<file path="src/rtl/port_pkg.sv">
// Shared definitions for the router input-port deserialiser:
// FSM state encoding and a constant-foldable width helper.
package port_pkg;

    typedef enum logic [2:0] {
        ST_IDLE    = 3'd0,
        ST_HEADER  = 3'd1,
        ST_PAD     = 3'd2,
        ST_PAYLOAD = 3'd3,
        ST_DISCARD = 3'd4
    } state_t;

    // Number of bits needed to index 'value' distinct items (0 for value <= 1).
    function automatic int clog2(input int value);
        int r;
        int v;
        r = 0;
        v = value - 1;
        while (v > 0) begin
            r = r + 1;
            v = v >> 1;
        end
        return r;
    endfunction

endpackage

</file>
<file path="src/rtl/sync_fifo.sv">
// Show-ahead synchronous FIFO; a push while full is accepted only when a pop
// happens in the same cycle, otherwise the entry is dropped.
module sync_fifo
    import port_pkg::*;
#(
    parameter int WIDTH = 8,
    parameter int DEPTH = 4
) (
    input  logic             clk,
    input  logic             reset,
    input  logic             i_push,
    input  logic [WIDTH-1:0] i_data,
    input  logic             i_pop,
    output logic             o_full,
    output logic             o_empty,
    output logic [WIDTH-1:0] o_head
);

    localparam int PTR_W = (DEPTH > 1) ? clog2(DEPTH) : 1;
    localparam int CNT_W = PTR_W + 1;

    logic [WIDTH-1:0] r_mem [DEPTH];
    logic [PTR_W-1:0] r_wr_ptr;
    logic [PTR_W-1:0] r_rd_ptr;
    logic [CNT_W-1:0] r_count;
    logic             w_do_push;
    logic             w_do_pop;

    assign o_empty   = (r_count == '0);
    assign o_full    = (r_count == CNT_W'(DEPTH));
    assign w_do_pop  = i_pop && !o_empty;
    assign w_do_push = i_push && (!o_full || w_do_pop);

    // Head reads as zero when empty so stale storage never reaches the outputs.
    assign o_head = o_empty ? '0 : r_mem[r_rd_ptr];

    always_ff @(posedge clk or negedge reset) begin
        if (!reset) begin
            r_wr_ptr <= '0;
            r_rd_ptr <= '0;
            r_count  <= '0;
        end else begin
            if (w_do_push) begin
                r_wr_ptr <= r_wr_ptr + 1'b1;
            end
            if (w_do_pop) begin
                r_rd_ptr <= r_rd_ptr + 1'b1;
            end
            case ({w_do_push, w_do_pop})
                2'b10:   r_count <= r_count + 1'b1;
                2'b01:   r_count <= r_count - 1'b1;
                default: r_count <= r_count;
            endcase
        end
    end

    always_ff @(posedge clk) begin
        if (w_do_push) begin
            r_mem[r_wr_ptr] <= i_data;
        end
    end

endmodule

</file>
<file path="src/rtl/port_in_deser.sv">
// Router input port: parses a serial header address, deserialises the payload
// into DATA_W-bit words tagged with dest/last/nbits and queues them in a FIFO.
module port_in_deser
    import port_pkg::*;
#(
    parameter  int N_PORTS = 16,
    parameter  int ADDR_W  = 4,
    parameter  int DATA_W  = 8,
    parameter  int DEPTH   = 4,
    localparam int NB_W    = clog2(DATA_W + 1)
) (
    input  logic               clk,
    input  logic               reset,
    input  logic               frame,
    input  logic               valid,
    input  logic               data_in,
    output logic [DATA_W-1:0]  data_out,
    output logic [ADDR_W-1:0]  dest,
    output logic [NB_W-1:0]    nbits,
    output logic               last,
    output logic               out_valid,
    input  logic               out_ready,
    output logic [N_PORTS-1:0] request,
    output logic               overflow,
    output logic               addr_err,
    output logic [2:0]         o_state
);

    localparam int HC_W  = clog2(ADDR_W + 1);
    localparam int ENT_W = ADDR_W + 1 + NB_W + DATA_W;

    state_t            r_state;
    logic [ADDR_W-1:0] r_addr;
    logic [ADDR_W-1:0] r_dest;
    logic [HC_W-1:0]   r_hdr_cnt;
    logic [NB_W-1:0]   r_bit_cnt;
    logic [DATA_W-1:0] r_word;
    logic              r_addr_err;
    logic              r_overflow;

    logic [ADDR_W-1:0] w_addr_next;
    logic              w_hdr_done;
    logic              w_addr_bad;
    logic              w_in_payload;
    logic              w_take_bit;
    logic [DATA_W-1:0] w_word_next;
    logic [NB_W-1:0]   w_cnt_next;
    logic              w_word_done;
    logic              w_tail;
    logic              w_push;
    logic [ENT_W-1:0]  w_push_data;
    logic              w_pop;
    logic              w_full;
    logic              w_empty;
    logic [ENT_W-1:0]  w_head;

    always_comb begin
        w_addr_next  = (r_addr << 1) | ADDR_W'(data_in);
        w_hdr_done   = (r_hdr_cnt == HC_W'(ADDR_W - 1));
        w_addr_bad   = (int'(w_addr_next) >= N_PORTS);
        w_in_payload = (r_state == ST_PAD) || (r_state == ST_PAYLOAD);
        w_take_bit   = w_in_payload && !frame && !valid;
        w_word_next  = r_word | (DATA_W'(data_in) << r_bit_cnt);
        w_cnt_next   = r_bit_cnt + 1'b1;
        w_word_done  = w_take_bit && (w_cnt_next == NB_W'(DATA_W));
        w_tail       = w_in_payload && frame;
        w_push       = w_word_done || w_tail;
        // A tail carries whatever has been gathered so far (possibly nothing).
        if (w_tail) begin
            w_push_data = {r_dest, 1'b1, r_bit_cnt, r_word};
        end else begin
            w_push_data = {r_dest, 1'b0, NB_W'(DATA_W), w_word_next};
        end
    end

    always_ff @(posedge clk or negedge reset) begin
        if (!reset) begin
            r_state    <= ST_IDLE;
            r_addr     <= '0;
            r_dest     <= '0;
            r_hdr_cnt  <= '0;
            r_bit_cnt  <= '0;
            r_word     <= '0;
            r_addr_err <= 1'b0;
        end else begin
            r_addr_err <= 1'b0;
            if (frame) begin
                r_state   <= ST_IDLE;
                r_bit_cnt <= '0;
                r_word    <= '0;
            end else begin
                case (r_state)
                    ST_IDLE: begin
                        r_state   <= ST_HEADER;
                        r_hdr_cnt <= '0;
                        r_addr    <= '0;
                    end
                    ST_HEADER: begin
                        r_addr    <= w_addr_next;
                        r_hdr_cnt <= r_hdr_cnt + 1'b1;
                        if (w_hdr_done) begin
                            if (w_addr_bad) begin
                                r_state    <= ST_DISCARD;
                                r_addr_err <= 1'b1;
                            end else begin
                                r_state   <= ST_PAD;
                                r_dest    <= w_addr_next;
                                r_bit_cnt <= '0;
                                r_word    <= '0;
                            end
                        end
                    end
                    ST_PAD, ST_PAYLOAD: begin
                        if (!valid) begin
                            r_state <= ST_PAYLOAD;
                            if (w_word_done) begin
                                r_bit_cnt <= '0;
                                r_word    <= '0;
                            end else begin
                                r_bit_cnt <= w_cnt_next;
                                r_word    <= w_word_next;
                            end
                        end
                    end
                    ST_DISCARD: begin
                        r_state <= ST_DISCARD;
                    end
                    default: begin
                        r_state <= ST_IDLE;
                    end
                endcase
            end
        end
    end

    always_ff @(posedge clk or negedge reset) begin
        if (!reset) begin
            r_overflow <= 1'b0;
        end else if (w_push && w_full && !w_pop) begin
            r_overflow <= 1'b1;
        end
    end

    sync_fifo #(
        .WIDTH (ENT_W),
        .DEPTH (DEPTH)
    ) u_fifo (
        .clk     (clk),
        .reset   (reset),
        .i_push  (w_push),
        .i_data  (w_push_data),
        .i_pop   (w_pop),
        .o_full  (w_full),
        .o_empty (w_empty),
        .o_head  (w_head)
    );

    assign out_valid = !w_empty;
    assign w_pop     = out_valid && out_ready;
    assign data_out  = w_head[DATA_W-1:0];
    assign nbits     = w_head[DATA_W +: NB_W];
    assign last      = w_head[DATA_W + NB_W];
    assign dest      = w_head[DATA_W + NB_W + 1 +: ADDR_W];
    assign request   = out_valid ? (N_PORTS'(1) << dest) : '0;
    assign overflow  = r_overflow;
    assign addr_err  = r_addr_err;
    assign o_state   = r_state;

endmodule

</file>
<file path="config.mk">
export PLATFORM = sky130hd
export DESIGN_NAME = port_in_deser
export DESIGN_NICKNAME = d
export VERILOG_FILES = /design/src/rtl/port_pkg.sv /design/src/rtl/sync_fifo.sv /design/src/rtl/port_in_deser.sv
export SDC_FILE = /design/constraint.sdc
export NUM_CORES = 1
export LEC_CHECK = 0
export ABC_CLOCK_PERIOD_IN_PS = 3510
export CORE_MARGIN = 2
export CORE_UTILIZATION = 42
export CTS_BUF_LIST = sky130_fd_sc_hd__clkbuf_4
export CTS_CLUSTER_DIAMETER = 40
export CTS_CLUSTER_SIZE = 28
export DETAILED_ROUTE_END_ITERATION = 8
export GPL_ROUTABILITY_DRIVEN = 0
export PLACE_DENSITY_LB_ADDON = 0.05
export SLEW_MARGIN = 30
export SYNTH_ARGS = -nofsm -noshare
export SYNTH_HDL_FRONTEND = slang
export SYNTH_SLANG_ARGS = --single-unit
</file>
<file path="constraint.sdc">
create_clock -name clk -period 3.51 [get_ports clk]
set_input_delay 0.5265 -clock clk [delete_from_list [all_inputs] [get_ports clk]]
set_output_delay 0.5265 -clock clk [all_outputs]
set_load 0.02 [all_outputs]
</file>
# ---- Yosys cells after proc, flatten, opt, wreduce, memory -nomap -nowiden
# Memory sizes are Yosys's and may differ from the RTL's.
# Cells that the tools add are included.
# Widths: inputs -> output; s select.
dict set report totals {
  reg_bits 33
  ramBits 68
  input_bits 6
  out_inout_bits 39
  n_memories 1
}
# memory words word_bits read_ports rd_ports_with_merged_regs write_ports line
set mem_list {}
lappend mem_list {u_fifo.r_mem 4 17 1 0 1 sync_fifo.sv:22} ;# logic [WIDTH-1:0] r_mem [DEPTH];
dict set report classes {
  add_sub_neg 6
  n_eq_ne 11
  shift 2
  n_mux 22
  bitwise 3
  n_reduce_logical 27
}
# cell n
set ops {}
lappend ops {{$mux 8} 4}
lappend ops {{$pmux 3 s2} 3}
lappend ops {{$mux 17} 1}
lappend ops {{$mux 16} 1}
lappend ops {{$mux 4} 4}
lappend ops {{$pmux 8 s2} 1}
lappend ops {{$shl 1x4->16 const A} 1}
lappend ops {{$mux 13} 1}
lappend ops {{$pmux 3 s4} 1}
lappend ops {{$eq 3x2->1 const B} 3}
lappend ops {{$logic_and 1x1->1} 9}
lappend ops {{$mux 3} 3}
lappend ops {{$or 8x8->8} 1}
lappend ops {{$pmux 4 s2} 1}
lappend ops {{$shl 1x4->8} 1}
lappend ops {{$add 3x1->3 const B} 2}
lappend ops {{$eq 3x3->1 const B} 2}
lappend ops {{$logic_not 3->1} 2}
lappend ops {{$ne 3x3->1 const B} 2}
lappend ops {{$reduce_and 3->1} 2}
lappend ops {{$logic_not 1->1} 5}
lappend ops {{$add 2x1->2 const B} 2}
lappend ops {{$add 4x1->4 const B} 1}
lappend ops {{$eq 4x4->1 const B} 1}
lappend ops {{other kinds (12)} 17}

# ---- Longest topological paths before layout
# Gate-level depths: netlist (run 1).
dict set report depth {
  depth_word 9
  ltp_mapped 11
  mapped_depth_nobuf 11
}

# ---- Hierarchy
# A second synthesis (run 1) with hierarchy kept.
dict set report unflattened {
  cells_unflattened 322
  area_unflattened_um2 4630.7
}
# module n_inst cells_per_inst area_per_inst_um2 seq_area_each_um2
set modules_own_cells {}
lappend modules_own_cells {sync_fifo 1 147 3025.4 2217.1}
lappend modules_own_cells {port_in_deser 1 175 1605.3 650.6}

# ---- Worst setup path after synthesis (run 1)
# Ideal clock, no wire load.
dict set report synth_timing {
  path_type {input -> register}
  start {in frame}
  end {mem u_fifo.r_mem[0][0] in the netlist's numbering, enable pin}
  arrival_time_ns 2.137
  setup_slack_ns 0.982
  path_stages 5
  cell_sequence {buf_2 > nor3b_4 > inv_2 > o31a_1 > nor2_1}
}
dict set report synth_via {
  elab_chain_cells 8
  word_cells_on_any_way 9
  cone_classes {2 x mux; 7 x reduce/logical}
}
# element line
set synth_rtl {}
lappend synth_rtl {{start, declared} port_in_deser.sv:14} ;# input logic frame,
lappend synth_rtl {{$logic_not 1->1} port_in_deser.sv:62} ;# w_take_bit = w_in_payload && !frame && !valid;
lappend synth_rtl {{$logic_and 1x1->1 (2 in series)} port_in_deser.sv:62}
lappend synth_rtl {{$logic_and 1x1->1} port_in_deser.sv:65} ;# w_word_done = w_take_bit && (w_cnt_next == NB_W'(DATA_W));
lappend synth_rtl {{$logic_or 1x1->1 *} port_in_deser.sv:67} ;# w_push = w_word_done || w_tail;
lappend synth_rtl {{$logic_and 1x1->1 *} sync_fifo.sv:32} ;# assign w_do_push = i_push && (!o_full || w_do_pop);
lappend synth_rtl {{$mux 1 *} sync_fifo.sv:58} ;# if (w_do_push) begin
lappend synth_rtl {{$mux 1 (not written as such) *} sync_fifo.sv:59} ;# r_mem[r_wr_ptr] <= i_data;
lappend synth_rtl {{end, declared} sync_fifo.sv:22}
# Every way passes the cells marked *; elsewhere a longest branch is shown, timed or not.

# ---- Final worst setup path (run 1)
dict set report layout_timing {
  start {reg u_fifo.r_rd_ptr[0]}
  end {out request[1]}
}
dict set report layout_via {
  elab_chain_cells 4
}
# element line
set layout_rtl {}
lappend layout_rtl {{start, declared} sync_fifo.sv:24} ;# logic [PTR_W-1:0] r_rd_ptr;
lappend layout_rtl {{start signal, assigned} sync_fifo.sv:47} ;# r_rd_ptr <= r_rd_ptr + 1'b1;
lappend layout_rtl {{$mem_v2 4x17} n/a}
lappend layout_rtl {{$mux 17} sync_fifo.sv:35} ;# assign o_head = o_empty ? '0 : r_mem[r_rd_ptr];
lappend layout_rtl {{$shl 1x4->16} port_in_deser.sv:164} ;# assign request = out_valid ? (N_PORTS'(1) << dest) : '0;
lappend layout_rtl {{$mux 16} port_in_deser.sv:164}
lappend layout_rtl {{end, declared} port_in_deser.sv:23} ;# output logic [N_PORTS-1:0] request,
# No other way between the ends.

==> results of run 1 <==
==> layer usage <==
layer | vias to the layer above | wire length (microns)
li1 | 1286 | -
met1 | 1342 | 4280
met2 | 53 | 4010
met3 | 4 | 276
met4 | 0 | 51
met5 | - | 0
==> layout make-up <==
cell class,instances,share of cell area
clock inverter,6,0.0100
clock buffer,10,0.0143
timing repair buffer,54,0.0976
inverter,12,0.00857
sequential,101,0.545
multi-input combinational,195,0.292
tap,136,0.0324
==> per-stage QoR <==
stage	worst slack (ps)	total power, mW	utilization	instances	hold slack (ps)
finish	319	3.27	0.505	514	477
global route	132	3.46	0.505	514	485
CTS	246	3.31	0.505	514	470
detailed placement	397	2.75	0.492	498	470
global placement	486	2.74	0.492	498	453
floorplan	982	2.25	-	324	231
==> cells by family after synthesis <==
logic type	Yosys count	synth area share
mux	22	0.0966
other cells	1	0.000827
flops	101	0.632
buf+inv	28	0.0295
fa+ha+maj	10	0.0292
xor+xnor	7	0.0135
simple gates	110	0.130
compound gates	45	0.0684
==> flip-flops by register name (all words and copies together) (netlist names) <==
signal	count
u_fifo.r_rd_ptr	2
overflow	1
o_state	3
r_addr	3
r_bit_cnt	4
u_fifo.r_count	3
r_word	8
r_dest	4
u_fifo.r_wr_ptr	2
u_fifo.r_mem	68
r_hdr_cnt	3
==> how the worst min path moves through the flow <==
stage,start,end,slack [ps],depth (start not counted)
global placement,r_addr[2],r_addr[2],450,2
global route,reset,r_addr[2],480,2
floorplan,reset,o_state[0],230,0
finish,reset,r_addr[2],480,2
detailed placement,r_addr[2],r_addr[2],470,2
CTS,reset,r_hdr_cnt[0],470,2
==> critical path: cells and delay by family (launching register included) <==
family / cells / cell delay [ps]
DFF: 1 / 630
buffers and inverters: 1 / 620
muxes: 1 / 620
and+or+nand+nor: 3 / 370
==> cells in the final DEF (no fill, tap or decap), types with 10 or more instances in the layout <==
cell type        synthesis  routed
and2_1                  20      20
mux4_2                  17      17
clkbuf_4                 0      10
buf_4                    3      11
nand2_1                 23      23
a21oi_1                 14      14
inv_1                   10      10
clkdlybuf4s50_1          0      43
edfxtp_1                68      68
nor2_1                  27      27
dfrtp_1                 33      33
==> power by group <==
group	internal (mW)	total (mW)	leakage, nW	switching [mW]
logic	0.645	1.28	0.828	0.638
registers	1.33	1.41	1.06	0.0789
clock network	0.169	0.572	0.0753	0.403
total	2.15	3.27	1.97	1.12
==> impl_metrics.json, run 1 <==
{
  "status": "finished clean",
  "drv_cap": 0,
  "drive_gt1_frac": 0.148,
  "peakVddDrop_mv": 0.324,
  "synth_ff_type": "edfxtp_1",
  "rows": 37,
  "grt_pass1_wl_microns": 14300,
  "cts_root_buf": "clkbuf_4",
  "critPathKind": "reg -> out",
  "path_max_fanout": 8,
  "synth.most_common_cell": "edfxtp_1",
  "dr.pass1.iters": 4,
  "hold_violations": 0,
  "synth_largest_area_cell": "edfxtp_1",
  "finClkSkew_ps": 24.3,
  "ios": 45,
  "n_fill_cell": 923,
  "max_slew_margin": 0.564,
  "met1_usage": 0.234,
  "period_minus_slack_ps": 3190,
  "ys_types": 50,
  "top_usage_layer": "met2",
  "postSynthCellCount": 324,
  "multiInputGateArea_sq_mm": 0.00153,
  "path_clk_slew_ps": 170,
  "rrSetupSlack_ps": 830,
  "grt_antenna_before_repair": 0,
  "syn-num-nets": 340,
  "grt_overflow": 0,
  "rsz0062_at_grt": "false",
  "crit_chain": "mux4_2, nor2_1, nand2_1, nor2_1, clkdlybuf4s50_1",
  "fin_setup_tns_ps": 0,
  "p_leak_nw": 1.97,
  "synth.area.top_cells": "edfxtp_1, dfrtp_1, mux4_2, and2_1, ha_1",
  "timing.fmax_mhz": 313,
  "dp_hpwl_microns": 5790,
  "dr_total_vias": 2685,
  "start_kind": "flip-flop",
  "slowest_delay_ps": 630,
  "cp-startpoint": "u_fifo.r_rd_ptr[0]",
  "fin_crit_sh": 0.909,
  "die_height_microns": 108,
  "drc": 0,
  "cts_tree": "built",
  "antenna_cells": 0,
  "avgSynthCellArea_sq_um": 14.0,
  "critPathSlowestCell": "dfrtp_1",
  "syn2layout_area_growth_pct": 15.9,
  "grt_pass1_vias": 2659,
  "grt_util_met3": 0.0254,
  "r2r.worst_path.cells": 10,
  "postRouteAntennaNets": 0,
  "area.sequential_sq_mm": 0.00287,
  "r2r-end": "u_fifo.r_count[2]",
  "start_util": 0.435,
  "synth_seq_area_share": 0.632,
  "cts_made_buffers": 9,
  "core_sq_mm": 0.0104,
  "htreeDepth": 3,
  "crit_top_cell": "nor2_1",
  "critPathCaptureType": "output pin",
  "crit_path_end": "request[1]",
  "synth_edf_count": 68,
  "via_per_inst": 5.22,
  "r2r-start": "r_bit_cnt[2]",
  "clock_latency_ps": 430,
  "grt_max_degree": 34,
  "die_area_sq_mm": 0.0116,
  "synth_area_sq_mm": 0.00454,
  "cellPowerDensity_mw_per_mm2": 621,
  "async_reset_ff_frac": 0.327,
  "synth-seq-cells": 101,
  "post_dp_cell_area_sq_mm": 0.00513,
  "dieWidth_microns": 108,
  "setup_viol": 0,
  "worst_slew_pin_slew_ps": 650,
  "min_path_type": "in -> async",
  "wirelength_microns": 8620,
  "ys_warn_count": 0,
  "critical_path_arrival_ps": 2660,
  "required_ps": 2980,
  "slew_violations": 0,
  "synth_top_area_frac": 0.450,
  "cts.path.max_buffers": 2,
  "yosys-top-cells-count": "edfxtp_1, dfrtp_1, nor2_1, nand2_1, and2_1",
  "post_drt_wl_per_cell_microns": 16.8,
  "grtUsageMet2": 0.256,
  "drt-initial-drc-count": 105,
  "final_area_sq_mm": 0.00526,
  "track_usage": 0.162,
  "cts_num_sinks": 101,
  "postCtsSetupRepairBufs": 0,
  "cts-hold-fix-buffers": 0,
  "numPortBuffers": 43,
  "cts_resized": 0,
  "nNetsFinal": 389
}
Note: power is estimated with default switching activity, not from simulation.
==> run 2: changes to the inputs <==
CORE_UTILIZATION = 30   (was 42)
==> run 2 against run 1 <==
  * Flip-flop and latch count stayed put
  * Non-clock buffer count stayed put
  * Combinational power barely moved
  * First-iteration DRC count is 23% higher
  * Sequential share of layout area decreased by 0.43 points
  * Largest cell class unchanged
==> impl_metrics.json, run 2 (same netlist as run 1, synthesis figures left out) <==
{
  "status": "finished clean",
  "drv_cap": 0,
  "grt_pass1_vias": 2751,
  "finClkSkew_ps": 30.8,
  "dieWidth_microns": 127,
  "postRouteAntennaNets": 0,
  "hold_violations": 0,
  "multiInputGateArea_sq_mm": 0.00153,
  "p_leak_nw": 1.95,
  "clock_latency_ps": 480,
  "grt_overflow": 0,
  "cellPowerDensity_mw_per_mm2": 612,
  "peakVddDrop_mv": 0.202,
  "max_slew_margin": 0.569,
  "r2r.worst_path.cells": 10,
  "antenna_cells": 0,
  "area.sequential_sq_mm": 0.00287,
  "rrSetupSlack_ps": 790,
  "grt_antenna_before_repair": 0,
  "dr_total_vias": 2659,
  "grt_max_degree": 34,
  "die_area_sq_mm": 0.0161,
  "n_fill_cell": 1428,
  "drt-initial-drc-count": 129,
  "critical_path_arrival_ps": 2800,
  "postCtsSetupRepairBufs": 0,
  "start_kind": "flip-flop",
  "htreeDepth": 3,
  "fin_crit_sh": 0.949,
  "path_clk_slew_ps": 170,
  "timing.fmax_mhz": 300,
  "min_path_type": "in -> async",
  "cts.path.max_buffers": 2,
  "rows": 44,
  "cts-hold-fix-buffers": 0,
  "cts_tree": "built",
  "fin_setup_tns_ps": 0,
  "top_regs": "u_fifo.r_mem: 68 flops, r_word: 8 flops",
  "period_minus_slack_ps": 3330,
  "slew_violations": 0,
  "r2r-end": "u_fifo.r_count[2]",
  "core_sq_mm": 0.0146,
  "largest-register": "u_fifo.r_mem",
  "cts_num_sinks": 101,
  "drc": 0,
  "drive_gt1_frac": 0.143,
  "critPathKind": "reg -> out",
  "numPortBuffers": 43,
  "grt_pass1_wl_microns": 15500,
  "hold_slack_ps": 428,
  "largest_register_ffs": 68,
  "critPathCaptureType": "output pin",
  "die_height_microns": 127,
  "required_ps": 2980,
  "wirelength_microns": 9530,
  "dp_hpwl_microns": 6440,
  "cts_made_buffers": 9,
  "dr.pass1.iters": 4,
  "setup_viol": 0,
  "path_max_fanout": 9,
  "cts_resized": 0,
  "via_per_inst": 4.73,
  "finalPower_mw": 3.24,
  "layout.cells.most_common": "edfxtp_1",
  "post_drt_wl_per_cell_microns": 17.0,
  "syn2layout_area_growth_pct": 16.8,
  "track_usage": 0.128,
  "cts_root_buf": "clkbuf_4",
  "layout_common_cells": "edfxtp_1, clkdlybuf4s50_1, dfrtp_1",
  "r2r-start": "r_bit_cnt[2]",
  "worst_slew_pin_slew_ps": 642,
  "ios": 45,
  "nNetsFinal": 389,
  "rsz0062_at_grt": "false",
  "start_util": 0.310
}
==> run 2: changes by cell type in the layout (fill, tap and decap cells not counted), moves of 2 or more <==
cell        change
inv_8           -2
clkinv_1        +2
clkinvlp_4      +2
inv_4           -2
clkinv_4        -2
clkinv_2        +2
==> run 2: per-layer routing <==
metal | wire, microns | up-vias | global-route usage
met2 | 4680 | 42 | 0.211
met1 | 4420 | 1323 | 0.167
met4 | 101 | 0 | 0.0349
met5 | 0 | - | 0
li1 | - | 1286 | -
met3 | 332 | 8 | 0.0371
==> run 2: cell type report <==
| class | instances | area share |
|---|---|---|
| Clock inverter | 7 | 0.00779 |
| Inverter | 12 | 0.00850 |
| Tap cell | 184 | 0.0434 |
| Sequential cell | 101 | 0.541 |
| Clock buffer | 9 | 0.0128 |
| Timing Repair Buffer | 54 | 0.0968 |
| Multi-Input combinational cell | 195 | 0.289 |
==> run 2: worst max-delay path, stage by stage, from the launching register on <==
cell and delay (ps):
dfrtp_1 710, mux4_2 610, or2_1 300, nor2_1 120, clkdlybuf4s50_1 610
==> run 2: metrics by stage <==
stage / utilization / cell area (sq um) / setup slack [ps] / std cells
after floorplan: - / 4540 / 982 / 324
after global placement: 0.354 / 5190 / 451 / 546
after detailed placement: 0.354 / 5190 / 382 / 546
after CTS: 0.362 / 5300 / 64.5 / 562
after global routing: 0.362 / 5300 / 0.957 / 562
final: 0.362 / 5300 / 180 / 562
==> run 2: worst max path at each step <==
stage | startpoint | to | slack [ps] | cells after the start
final | u_fifo.r_rd_ptr[0] | request[4] | 180 | 4
after CTS | u_fifo.r_rd_ptr[0] | data_out[1] | 60 | 4
after detailed placement | frame | u_fifo.r_count[1] | 380 | 9
after global routing | u_fifo.r_rd_ptr[0] | nbits[1] | 1 | 4
after global placement | frame | u_fifo.r_count[2] | 450 | 11
after floorplan | frame | u_fifo.r_mem[0][0] | 980 | 5
==> run 2: report_power, final <==
part	switching (mW)	internal (mW)
Combinational	0.644	0.646
Clock	0.390	0.141
Sequential	0.0877	1.33
Total	1.12	2.12
